===== config.mk =====
export PLATFORM = sky130hd
export DESIGN_NAME = pipe_stage_skid_flat
export DESIGN_NICKNAME = d
export VERILOG_FILES = /design/src/rtl/pipe_stage_skid_pkg.sv /design/src/rtl/pipe_stage_skid_if.sv /design/src/rtl/pipe_stage_skid_entry.sv /design/src/rtl/pipe_stage_skid.sv /design/src/flat_wrapper.sv
export SDC_FILE = /design/constraint.sdc
export NUM_CORES = 1
export LEC_CHECK = 0
export ABC_AREA = 1
export BUFFER_PORTS_ARGS = -buffer_cell sky130_fd_sc_hd__buf_2
export CORE_MARGIN = 4
export CORE_UTILIZATION = 40
export DETAILED_ROUTE_END_ITERATION = 8
export MAX_ROUTING_LAYER = met4
export PLACE_DENSITY_LB_ADDON = 0.25
export SYNTH_ARGS = -nofsm -noshare
export SYNTH_HDL_FRONTEND = slang
export SYNTH_HIERARCHICAL = 1
export SYNTH_SLANG_ARGS = --single-unit

===== constraint.sdc =====
create_clock -name clk -period 5 [get_ports clk]
set_input_delay 0.5 -clock clk [delete_from_list [all_inputs] [get_ports clk]]
set_output_delay 0.5 -clock clk [all_outputs]
set_load 0.02 [all_outputs]

===== src/rtl/pipe_stage_skid_pkg.sv =====
// Shared constants and types for the pipeline skid stage.
// Default payload widths and the occupancy count type live here.
package pipe_pkg;

    localparam int DEF_DATA_W = 96;
    localparam int DEF_CTRL_W = 11;

    typedef logic [1:0] occ_t;

    function automatic occ_t occCount(input logic mainValid, input logic skidValid);
        return occ_t'({1'b0, mainValid}) + occ_t'({1'b0, skidValid});
    endfunction

endpackage


===== src/rtl/pipe_stage_skid_if.sv =====
// Valid/ready stream carrying a datapath payload plus a control payload.
// The producer uses the master modport and the consumer uses the slave modport.
interface pipe_stage_skid_if
    import pipe_pkg::*;
#(
    parameter int DATA_W = DEF_DATA_W,
    parameter int CTRL_W = DEF_CTRL_W
);

    logic              valid;
    logic              ready;
    logic [DATA_W-1:0] data;
    logic [CTRL_W-1:0] ctrl;

    modport master (output valid, output data, output ctrl, input  ready);
    modport slave  (input  valid, input  data, input  ctrl, output ready);

endinterface


===== src/rtl/pipe_stage_skid_entry.sv =====
// One pipeline entry: a valid flag plus a payload register.
// Clear drops only the valid flag; the payload keeps its last loaded value.
module pipe_entry #(
    parameter int W = 8
) (
    input  logic         clk,
    input  logic         rst_n,
    input  logic         clr_i,
    input  logic         load_i,
    input  logic [W-1:0] d_i,
    output logic         valid_o,
    output logic [W-1:0] data_o
);

    logic         valid_q;
    logic         valid_d;
    logic [W-1:0] data_q;
    logic [W-1:0] data_d;

    always_comb begin
        valid_d = valid_q;
        data_d  = data_q;
        if (clr_i) begin
            valid_d = 1'b0;
        end else if (load_i) begin
            valid_d = 1'b1;
            data_d  = d_i;
        end
    end

    always_ff @(posedge clk or negedge rst_n) begin
        if (!rst_n) begin
            valid_q <= 1'b0;
            data_q  <= '0;
        end else begin
            valid_q <= valid_d;
            data_q  <= data_d;
        end
    end

    assign valid_o = valid_q;
    assign data_o  = data_q;

endmodule


===== src/rtl/pipe_stage_skid.sv =====
// Pipeline register stage with an optional second (skid) entry.
// With the skid entry enabled, in_ready comes straight from a flop and never sees out_ready.
module pipe_stage_skid
    import pipe_pkg::*;
#(
    parameter int DATA_W  = DEF_DATA_W,
    parameter int CTRL_W  = DEF_CTRL_W,
    parameter int SKID_EN = 1
) (
    input  logic               clk,
    input  logic               rst_n,
    input  logic               flush_i,
    pipe_stage_skid_if.slave   in_if,
    pipe_stage_skid_if.master  out_if,
    output occ_t               occupancy_o
);

    localparam int PW = DATA_W + CTRL_W;

    logic          mainValid;
    logic          skidValid;
    logic          inReady;
    logic          accept;
    logic          mainFree;
    logic          mainLoad;
    logic          mainClr;
    logic          skidLoad;
    logic          skidClr;
    logic          mainNext;
    logic          skidNext;
    logic [PW-1:0] inPayload;
    logic [PW-1:0] mainD;
    logic [PW-1:0] mainPayload;
    logic [PW-1:0] skidPayload;
    occ_t          occupancy_q;
    occ_t          occupancy_d;

    assign inPayload = {in_if.ctrl, in_if.data};
    assign accept    = in_if.valid && inReady;
    assign mainFree  = !mainValid || out_if.ready;

    // Skid entry drains into main before any new input is taken, which keeps order FIFO.
    always_comb begin
        mainLoad = 1'b0;
        mainClr  = 1'b0;
        skidLoad = 1'b0;
        skidClr  = 1'b0;
        mainD    = inPayload;
        mainNext = mainValid;
        skidNext = skidValid;
        if (flush_i) begin
            mainClr  = 1'b1;
            skidClr  = 1'b1;
            mainNext = 1'b0;
            skidNext = 1'b0;
        end else if (mainFree) begin
            if (skidValid) begin
                mainLoad = 1'b1;
                mainD    = skidPayload;
                skidClr  = 1'b1;
                mainNext = 1'b1;
                skidNext = 1'b0;
            end else if (accept) begin
                mainLoad = 1'b1;
                mainNext = 1'b1;
            end else begin
                mainClr  = 1'b1;
                mainNext = 1'b0;
            end
        end else if (accept) begin
            skidLoad = 1'b1;
            skidNext = 1'b1;
        end
    end

    assign occupancy_d = occCount(mainNext, skidNext);

    always_ff @(posedge clk or negedge rst_n) begin
        if (!rst_n) begin
            occupancy_q <= '0;
        end else begin
            occupancy_q <= occupancy_d;
        end
    end

    pipe_entry #(.W(PW)) u_main (
        .clk     (clk),
        .rst_n   (rst_n),
        .clr_i   (mainClr),
        .load_i  (mainLoad),
        .d_i     (mainD),
        .valid_o (mainValid),
        .data_o  (mainPayload)
    );

    generate
        if (SKID_EN != 0) begin : gSkid
            pipe_entry #(.W(PW)) u_skid (
                .clk     (clk),
                .rst_n   (rst_n),
                .clr_i   (skidClr),
                .load_i  (skidLoad),
                .d_i     (inPayload),
                .valid_o (skidValid),
                .data_o  (skidPayload)
            );
            assign inReady = !skidValid;
        end else begin : gNoSkid
            assign skidValid   = 1'b0;
            assign skidPayload = '0;
            assign inReady     = out_if.ready || !mainValid;
        end
    endgenerate

    assign in_if.ready  = inReady;
    assign out_if.valid = mainValid;
    assign out_if.data  = mainPayload[DATA_W-1:0];
    assign out_if.ctrl  = mainValid ? mainPayload[PW-1:DATA_W] : '0;
    assign occupancy_o  = occupancy_q;

endmodule


===== src/flat_wrapper.sv =====
// flat-port wrapper written by rule: the top's interface ports become plain ports
module pipe_stage_skid_flat import pipe_pkg::*;
#(
    parameter int DATA_W  = DEF_DATA_W,
    parameter int CTRL_W  = DEF_CTRL_W,
    parameter int SKID_EN = 1
)
  (clk, rst_n, flush_i, occupancy_o, in_if_valid, in_if_data, in_if_ctrl, in_if_ready, out_if_valid, out_if_data, out_if_ctrl, out_if_ready);
  pipe_stage_skid_if #(.DATA_W(DATA_W), .CTRL_W(CTRL_W)) in_if_i ();
  pipe_stage_skid_if #(.DATA_W(DATA_W), .CTRL_W(CTRL_W)) out_if_i ();
  input  logic clk;
  input  logic rst_n;
  input  logic flush_i;
  output occ_t occupancy_o;
  input wire logic [$bits(in_if_i.valid)-1:0] in_if_valid;
  input wire logic [$bits(in_if_i.data)-1:0] in_if_data;
  input wire logic [$bits(in_if_i.ctrl)-1:0] in_if_ctrl;
  output wire logic [$bits(in_if_i.ready)-1:0] in_if_ready;
  output wire logic [$bits(out_if_i.valid)-1:0] out_if_valid;
  output wire logic [$bits(out_if_i.data)-1:0] out_if_data;
  output wire logic [$bits(out_if_i.ctrl)-1:0] out_if_ctrl;
  input wire logic [$bits(out_if_i.ready)-1:0] out_if_ready;
  assign in_if_i.valid = in_if_valid;
  assign in_if_i.data = in_if_data;
  assign in_if_i.ctrl = in_if_ctrl;
  assign in_if_ready = in_if_i.ready;
  assign out_if_valid = out_if_i.valid;
  assign out_if_data = out_if_i.data;
  assign out_if_ctrl = out_if_i.ctrl;
  assign out_if_i.ready = out_if_ready;
  pipe_stage_skid #(.DATA_W(DATA_W), .CTRL_W(CTRL_W), .SKID_EN(SKID_EN)) u_core (.clk(clk), .rst_n(rst_n), .flush_i(flush_i), .in_if(in_if_i), .out_if(out_if_i), .occupancy_o(occupancy_o));
endmodule

Word level (Yosys, flattened, before mapping). Cells that the tools add are included. W data, S select, Z words.

Logic and storage cells: 42. Bits in latches: 0. Bits in registers: 218. Bits in writable memories: 0. Memories: 0. Bits of input ports: 112. Output and inout bits: 111. Bits in read-only memories: 0.

Muxes and demuxes: 26. Multiply operators: 0. $add $sub $neg: 1. Bitwise gates (word level): 2. Eq/ne operators: 0. Shift-type cells: 0. Reduce and logical (&&, ||, !) cells: 8. Div/mod/pow operators: 0. Order comparisons: 0.

Operator list (number): $mux W107 (3); $mux W1 (22); $mux W11 (1); $reduce_and A2 Y1 (2); $reduce_bool A2 Y1 (2); $add A1 B1 Y2 (1); $logic_not A1 Y1 (2); $not A1 Y1 (2); $logic_and A1 B1 Y1 (1); $logic_or A1 B1 Y1 (1).

Longest topological paths before layout. Gate-level depths: netlist of the first run.

Word-level depth: 8. Mapped depth: 11. Gate-level depth less buffers: 8.

By module. Netlist of the first run, hierarchy kept.

By module, submodules not included: pipe_entry (instances 2, area an instance 4261.6 µm², sequential area each 2702.6 µm², cells each 467); pipe_stage_skid (instances 1, area an instance 1742.9 µm², sequential area each 50.0 µm², cells each 398).

Least setup slack after synthesis of the first run. No wires, ideal clock.

Kind: reg2reg. Start: reg u_core.u_main.valid_q, in the netlist u_core/u_main/valid_o. End: reg u_core.gSkid.u_skid.data_q[100], in the netlist u_core/gSkid.u_skid/data_o[100]. Data required time: 4.883 ns. Stages on the path, launching flop included: 11. Library setup time: 0.117 ns. Path buffers: 5. Slack: 3.147 ns. Arrival: 1.737 ns. Period minus slack after synthesis: 1.853 ns. Cell sequence: dfrtp_1 -> nand2_1 -> buf_2 -> buf_2 -> nor3_1 -> buf_4 -> nand2_4 -> buf_6 -> buf_6 -> nand2_1 -> nand2_1.

Elaborated cells on any way between the ends: 8. Classes of those cells: mux (4); bitwise (1); reduce/logical (3).

RTL lines: from (decl) (RTL line pipe_stage_skid_entry.sv:15) `logic valid_q;`; from (signal assigned) (RTL line pipe_stage_skid_entry.sv:36) `valid_q <= valid_d;`; $logic_not A1 Y1 (RTL line pipe_stage_skid.sv:40) `assign mainFree = !mainValid || out_if.ready;`; $logic_or A1 B1 Y1 (RTL line pipe_stage_skid.sv:40); $mux W1 (RTL line pipe_stage_skid.sv:56) `end else if (mainFree) begin`; $mux W1 (RTL line pipe_stage_skid.sv:51) `if (flush_i) begin`; via u_core.skidLoad (RTL line pipe_stage_skid.sv:27) `logic skidLoad;`; $reduce_and A2 Y1 (no line); to (signal assigned) (RTL line pipe_stage_skid_entry.sv:37) `data_q <= data_d;`; to (decl) (RTL line pipe_stage_skid_entry.sv:17) `logic [W-1:0] data_q;`.

The timed path passes the listed nets, and every way through them passes these cells. A chain may end at the register's enable or synchronous reset.

Final worst setup path of the first run.
Start: reg u_core.u_main.valid_q, in the netlist u_core/u_main/valid_o. End: reg u_core.gSkid.u_skid.data_q[104], in the netlist u_core/gSkid.u_skid/data_o[104].

Same word-level chain as after synthesis.

==> out/metrics.yaml, run 1 <==
status: "finished, final reports clean"
fp.dieW_um: 168
drt_iter0_drc: 737
worstSetupStartpointType: "flip-flop"
criticalPathCategory: "flip-flop to flip-flop"
yosys.area.top_type: "dfrtp_1"
synth_seq_cells: 218
multi_input_area_mm2: 0.00419
ys.flop_type: "dfrtp_1"
wire_per_inst_um: 16.0
worst_setup_path_end_kind: "flip-flop"
nFillCells: 2598
fp-row-count: 58
drtPass1Iterations: 5
fin_skew_ps: 8.95
synth_area_mm2: 0.0103
dp_slack_ps: 1990
ant_nets: 0
grt_pass1_wl_um: 48400
fin_nets: 1601
maxSlewViolCount: 0
clkTransAtPathRegs_ps: 60
hold_violations: 0
cts_setup_buffers: 0
synth_warnings: 6
maxCapViolations: 0
finalCriticalPeriod_ps: 2910
vias: 9428
antenna_found_initial: 2
clockRootBuffer: "clkbuf_16"
netlist_instances: 1332
dieArea_mm2: 0.0283
grt_pass1_vias: 9136
synth_nets: 1445
dp_hpwl_um: 16100
worst_skew_pair.late_latency_ps: 510
area_growth_syn_to_layout_pct: 18.2
overflow: 0
cts_hold_repair.buffers: 0
leakage_nw: 7.14
cp_data_arrival_time_ps: 3350
grt.total_usage: 0.212
cts_tree: "built"
start_util: 0.408
cts_resized: 0
min_path_type: "primary input to asynchronous set/reset pin"
relSlewSlack: 0.131
wl_met2_um: 13600
grt_start_max_net_pins: 117
wl_met1_um: 13200
die_y_um: 168
worst_pin_slew_ps: 1300
ys_types: 16
crit_required_ps: 5440
core-area_mm2: 0.0252
port_buffers: 222
rsz0062_at_grt: "false"
wl_um: 29400
remaining_drc_errors: 0
setup_ws_ps: 2090
cts_sinks: 218
synth_edf_count: 0
p_per_area_mw_per_mm2: 403
highest_layer: "met4"
cts_htree_levels: 1
wl_met3_um: 1990
regArea_mm2: 0.00546
synthArstFlopShare: 1.00
finalWeightedCongestion: 0.754
cts.path.max_buffers: 3
yosysTopAreaCellShare: 0.531
ys_seq_area_frac: 0.531
vias_per_cell: 5.13
fmax_ghz: 0.344
yosys-top-cells-area: "dfrtp_1 53%, nand2_1 24%, nand3_1 16%, buf_2 2.4%, clkbuf_1 1.2%"
ir_worst_vdd_uv: 198
io_pins: 223
synth_most_common_cell: "nand2_1"
period_share: 0.582
avgSynthCellArea_um2: 7.71
cts_buffers: 25
drive_above_1_share: 0.186
yosys-top-cells-count: "661 x nand2_1, 321 x nand3_1, 218 x dfrtp_1"
holdWs_ps: 28.9
path_max_fanout: 83
setup_viol: 0
setup_tns_ps: 0
==> area by class of cell <==
class	count	area share
Tap cell	330	0.0340
Inverter	18	0.00598
Clock buffer	41	0.0647
Multi-Input combinational cell	993	0.345
Antenna cell	2	0.000412
Timing Repair Buffer	232	0.0986
Clock inverter	3	0.00124
Sequential cell	218	0.450
==> where the power goes <==
group | switching (W) | leakage [nW] | internal, W
Sequential | 0.000162 | 2.84 | 0.00206
Clock | 0.000708 | 0.399 | 0.00106
Combinational | 0.000604 | 3.90 | 0.000288
Total | 0.00147 | 7.14 | 0.00341
==> path summary, 6_finish.rpt <==
| kind | slack, ps | startpoint | end | cells after the start |
|---|---|---|---|---|
| worst min register to register | 460 | u_core/u_main/data_o[89] | u_core/u_main/data_o[89] | 2 |
| worst max register to register | 2090 | u_core/u_main/valid_o | u_core/gSkid.u_skid/data_o[104] | 6 |
| worst max-delay path | 2090 | u_core/u_main/valid_o | u_core/gSkid.u_skid/data_o[104] | 6 |
| min in group clk | 240 | in_if_data[32] | u_core/gSkid.u_skid/data_o[32] | 3 |
| max in group asynchronous | 3620 | rst_n | u_core/u_main/data_o[23] | 2 |
| worst min-delay path | 30 | rst_n | u_core/u_main/data_o[87] | 1 |
==> layer usage <==
metal | GRT usage | up-vias
met3 | 0.0333 | 40
li1 | - | 4570
met1 | 0.286 | 4504
met4 | 0.0550 | 0
met5 | - | -
met2 | 0.336 | 314
==> cells by family after synthesis <==
family | Yosys count | share of synthesized area
and+or+nand+nor | 989 | 0.404
AOI/OAI and AO/OA | 3 | 0.00146
DFF | 218 | 0.531
buffers and inverters | 121 | 0.0622
adders and majority gates | 1 | 0.00122
==> placed cells by master (no fill, tap or decap), drive strengths merged <==
cell,instances
nor3,1
buf,232
ha,1
o21ai,3
diode,2
nand3,321
clkbuf,41
nor2,3
inv,18
clkinv,3
dfrtp,218
nand2,664
==> worst max-delay path: stages (launching register included) <==
cell and delay (ps):
dfrtp_1 640, nand2_4 270, nor3_2 330, buf_4 360, buf_4 790, nand3_1 170, nand2_1 130
==> registers in the layout, indices dropped and copies added, names as in the netlist <==
name                         flops
u_core/gSkid.u_skid/data_o     107
u_core/u_main/data_o           107
u_core/occupancy_o               2
u_core/gSkid.u_skid/valid_o      1
u_core/u_main/valid_o            1
==> metrics by stage <==
step | util | power [W] | std cells | area, um2
after detailed placement | 0.450 | 0.00316 | 1791 | 11300
after global routing | 0.482 | 0.00516 | 1837 | 12100
after floorplan | - | 0.00277 | 1332 | 10300
after global placement | 0.450 | 0.00314 | 1791 | 11300
after CTS | 0.482 | 0.00495 | 1835 | 12100
final | 0.482 | 0.00489 | 1837 | 12100
Power figures use the tool's default switching activity.
==> inputs of run 2 (changes only) <==
--- a/config.mk
+++ b/config.mk
@@ -5,7 +5,7 @@
 export SDC_FILE = /design/constraint.sdc
 export NUM_CORES = 1
 export LEC_CHECK = 0
-export ABC_AREA = 1
+export ABC_AREA = 0
 export BUFFER_PORTS_ARGS = -buffer_cell sky130_fd_sc_hd__buf_2
 export CORE_MARGIN = 4
 export CORE_UTILIZATION = 40
==> constraint.sdc (replaced) <==
create_clock -name clk -period 2.5 [get_ports clk]
set_input_delay 0.25 -clock clk [delete_from_list [all_inputs] [get_ports clk]]
set_output_delay 0.25 -clock clk [all_outputs]
set_load 0.02 [all_outputs]
==> run 2 against run 1 <==
  * Setup slack got worse by 1600 ps
  * Area after synthesis fell by 5.1%
  * Hold slack gained 8.4 ps
  * Die area decreased by 4.8%
  * Critical path depth shrank 1
  * Sequential share of layout area fell by 3.1 points
  * Sequential power up 100%
  * Final cell count shrank 31%
  * Non-clock buffer count grew 112
  * First-iteration DRC count shrank 60%
  * Via count decreased by 36%
  * Cell area grew 7.4%
  * Critical path type unchanged
==> out/metrics.yaml, run 2 <==
synth_most_common_cell: "mux2_2"  # was nand2_1
antenna_found_initial: 0  # was 2
leakage_nw: 6.17  # was 7.14 nW
diodes: 0  # was 2
worst_pin_slew_ps: 456  # was 1300 ps
synth_nets: 717  # was 1,445
core-area_mm2: 0.0238  # was 0.0252 mm2
worstSetupStartpointType: "flip-flop"  # unchanged
cts_setup_buffers: 0  # unchanged
clkTransAtPathRegs_ps: 60  # about the same
port_buffers: 222  # unchanged
hold_violations: 0  # unchanged
yosys-top-cells-area: "dfrtp_1 56%, mux2_2 27%, mux2_4 9.2%, mux2_1 3.5%, buf_6 1.2%"  # was dfrtp_1 53%, nand2_1 24%, nand3_1 16%, buf_2 2.4%, clkbuf_1 1.2%
cts_buffers: 24  # was 25
synthArstFlopShare: 1.00  # unchanged
synth_area_mm2: 0.00975  # was 0.0103 mm2
crit_required_ps: 2880  # was 5440 ps
fp-row-count: 56  # was 58
status: "finished, final reports clean"  # unchanged
vias_per_cell: 4.76  # was 5.13
finalWeightedCongestion: 0.732  # was 0.754
cts_htree_levels: 1  # unchanged
area_growth_syn_to_layout_pct: 33.7  # was 18.2%
worst_setup_path_end_kind: "flip-flop"  # unchanged
netSwitchingPower_w: 0.00267  # was 0.00147 W
wire_per_inst_um: 16.5  # was 16.0 um
fp.dieW_um: 164  # was 168 um
p_per_area_mw_per_mm2: 757  # was 403 mW/mm2
maxCapViolations: 0  # unchanged
ant_nets: 0  # unchanged
setup_viol: 0  # unchanged
dieArea_mm2: 0.0269  # was 0.0283 mm2
dp_hpwl_um: 13400  # was 16,100 um
start_util: 0.410  # was 0.408
vias: 6044  # was 9,428
grt_pass1_wl_um: 34600  # was 48,400 um
layout_common_cells: "231 x mux2_2, 221 x buf_2, 218 x dfrtp_1"  # was 660 x nand2_1, 321 x nand3_1, 221 x buf_2
dp.cells: 1124  # was 1,791
intPower_w: 0.00719  # was 0.00341 W
clockRootBuffer: "clkbuf_16"  # unchanged
grt_start_max_net_pins: 63  # was 117
cts_resized: 0  # unchanged
comb_power_share: 0.210  # was 0.183
grt.total_usage: 0.162  # was 0.212
grt_pass1_vias: 6483  # was 9,136
power_frac_seq: 0.452  # was 0.455
path_max_fanout: 21  # was 83
drive_above_1_share: 0.590  # was 0.186
synth_edf_count: 0  # unchanged
swShare: 0.271  # was 0.302
ys.flop_type: "dfrtp_1"  # unchanged
ir_worst_vdd_uv: 422  # was 198 uV
die_y_um: 164  # was 168 um
cts.path.max_buffers: 3  # unchanged
synth_warnings: 6  # unchanged
cp_data_arrival_time_ps: 2410  # was 3350 ps
ys_seq_area_frac: 0.560  # was 0.531
criticalPathCategory: "flip-flop to flip-flop"  # unchanged
min_path_type: "primary input to flip-flop"  # was primary input to asynchronous set/reset pin
finalCriticalPeriod_ps: 2030  # was 2910 ps
relSlewSlack: 0.696  # was 0.131
fin_nets: 1051  # was 1,601
fin_cells: 1271  # was 1,837
avgSynthCellArea_um2: 16.1  # was 7.71 um2
clkPwrFrac: 0.339  # was 0.362
overflow: 0  # unchanged
wl_um: 21000  # was 29,400 um
nFillCells: 1953  # was 2,598
period_share: 0.812  # was 0.582
yosys.area.top_type: "dfrtp_1"  # unchanged
rsz0062_at_grt: "false"  # unchanged
drtPass1Iterations: 4  # was 5
maxSlewViolCount: 0  # unchanged
setup_tns_ps: 0  # unchanged
ys_types: 20  # was 16
yosys-top-cells-count: "231 x mux2_2, 218 x dfrtp_1, 60 x mux2_4"  # was 661 x nand2_1, 321 x nand3_1, 218 x dfrtp_1
synth_seq_cells: 218  # unchanged
remaining_drc_errors: 0  # unchanged
cts_tree: "built"  # unchanged
drt_iter0_drc: 296  # was 737
io_pins: 223  # unchanged
worst_skew_pair.late_latency_ps: 500  # was 510 ps
fmax_ghz: 0.493  # was 0.344 GHz
netlist_instances: 604  # was 1,332
yosysTopAreaCellShare: 0.560  # was 0.531
fin_skew_ps: 7.42  # was 8.95 ps
mostFrequentLayoutCell: "mux2_2"  # was nand2_1
cts_sinks: 218  # unchanged
## run 2: cell count changes in the layout (fill, tap and decap cells not counted), sizes merged, moves of 3 or more
cell,before,now
dlygate4sd3,0,107
nand3,321,0
inv,18,2
mux2,0,321
nand2,664,0
o21ai,3,0
and2,0,11
clkbuf,41,37
buf,232,237
## run 2: through the flow
| step | hold slack, ps | setup WS, ps | cell area, um2 | total power (W) | util |
|---|---|---|---|---|---|
| 6_report | 37.4 | 470 | 13000 | 0.00986 | 0.549 |
| 5_1_grt | 19.8 | 282 | 13000 | 0.0104 | 0.549 |
| 4_1_cts | 5.11 | 425 | 13000 | 0.0100 | 0.549 |
| 3_5_place_dp | 213 | 389 | 11200 | 0.00647 | 0.473 |
| 3_3_place_gp | 211 | 437 | 11200 | 0.00643 | 0.473 |
| 2_1_floorplan | -45.6 | 494 | 9750 | 0.00569 | - |
## run 2: area by class of cell
type	instances	area, um2	area share
clock buffer	37	691	0.0530
multi-input combinational	348	4030	0.309
timing repair buffer	344	2400	0.185
inverter	2	7.51	0.000576
tap	319	399	0.0306
sequential	218	5460	0.419
clock inverter	3	40.0	0.00307
## run 2: path summary, 6_finish.rpt
kind | slack [ps] | startpoint | cells past startpoint | end
setup / recovery | 470 | u_core/u_main/valid_o | 5 | u_core/gSkid.u_skid/data_o[46]
hold / removal | 40 | in_if_data[73] | 2 | u_core/gSkid.u_skid/data_o[73]
setup reg to reg | 470 | u_core/u_main/valid_o | 5 | u_core/gSkid.u_skid/data_o[46]
hold reg to reg | 500 | u_core/u_main/data_o[104] | 1 | u_core/u_main/data_o[104]
max in group asynchronous | 1530 | rst_n | 3 | u_core/u_main/data_o[49]
min in group asynchronous | 270 | rst_n | 2 | u_core/u_main/data_o[91]
## run 2: worst max-delay path, stage by stage, from the launching register on
cell and delay (ps):
dfrtp_1 380, nand2b_1 120, nor4b_1 390, nor2b_4 310, buf_4 330, mux2_2 380
## run 2: timing repair
action / 4_1_cts / 5_1_grt
endpoints found under the hold margin: 157 / 0
hold buffers: 107 / 0
setup endpoints to repair: 0 / 0
## run 2: logic make-up after synthesis
logic type | Yosys count | synth area share
mux | 321 | 0.394
fa+ha+maj | 1 | 0.00128
simple gates | 24 | 0.0168
compound gates | 2 | 0.00154
flops | 218 | 0.560
buf+inv | 38 | 0.0266
## run 2: metal layers
| layer | vias to the layer above | GRT usage | share of wire |
|---|---|---|---|
| met5 | - | - | 0 |
| li1 | 2847 | - | - |
| met4 | 0 | 0.0362 | 0.017 |
| met2 | 173 | 0.242 | 0.44 |
| met1 | 2992 | 0.234 | 0.49 |
| met3 | 32 | 0.0279 | 0.054 |
## run 2: power groups by stage
stage                     Sequential [W]  Clock (W)  Combinational, W
after floorplan                  0.00493          0          0.000764
after global placement           0.00451          0           0.00193
after detailed placement         0.00451          0           0.00196
after CTS                        0.00446    0.00347           0.00210
after global routing             0.00453    0.00362           0.00223
final                            0.00445    0.00334           0.00207
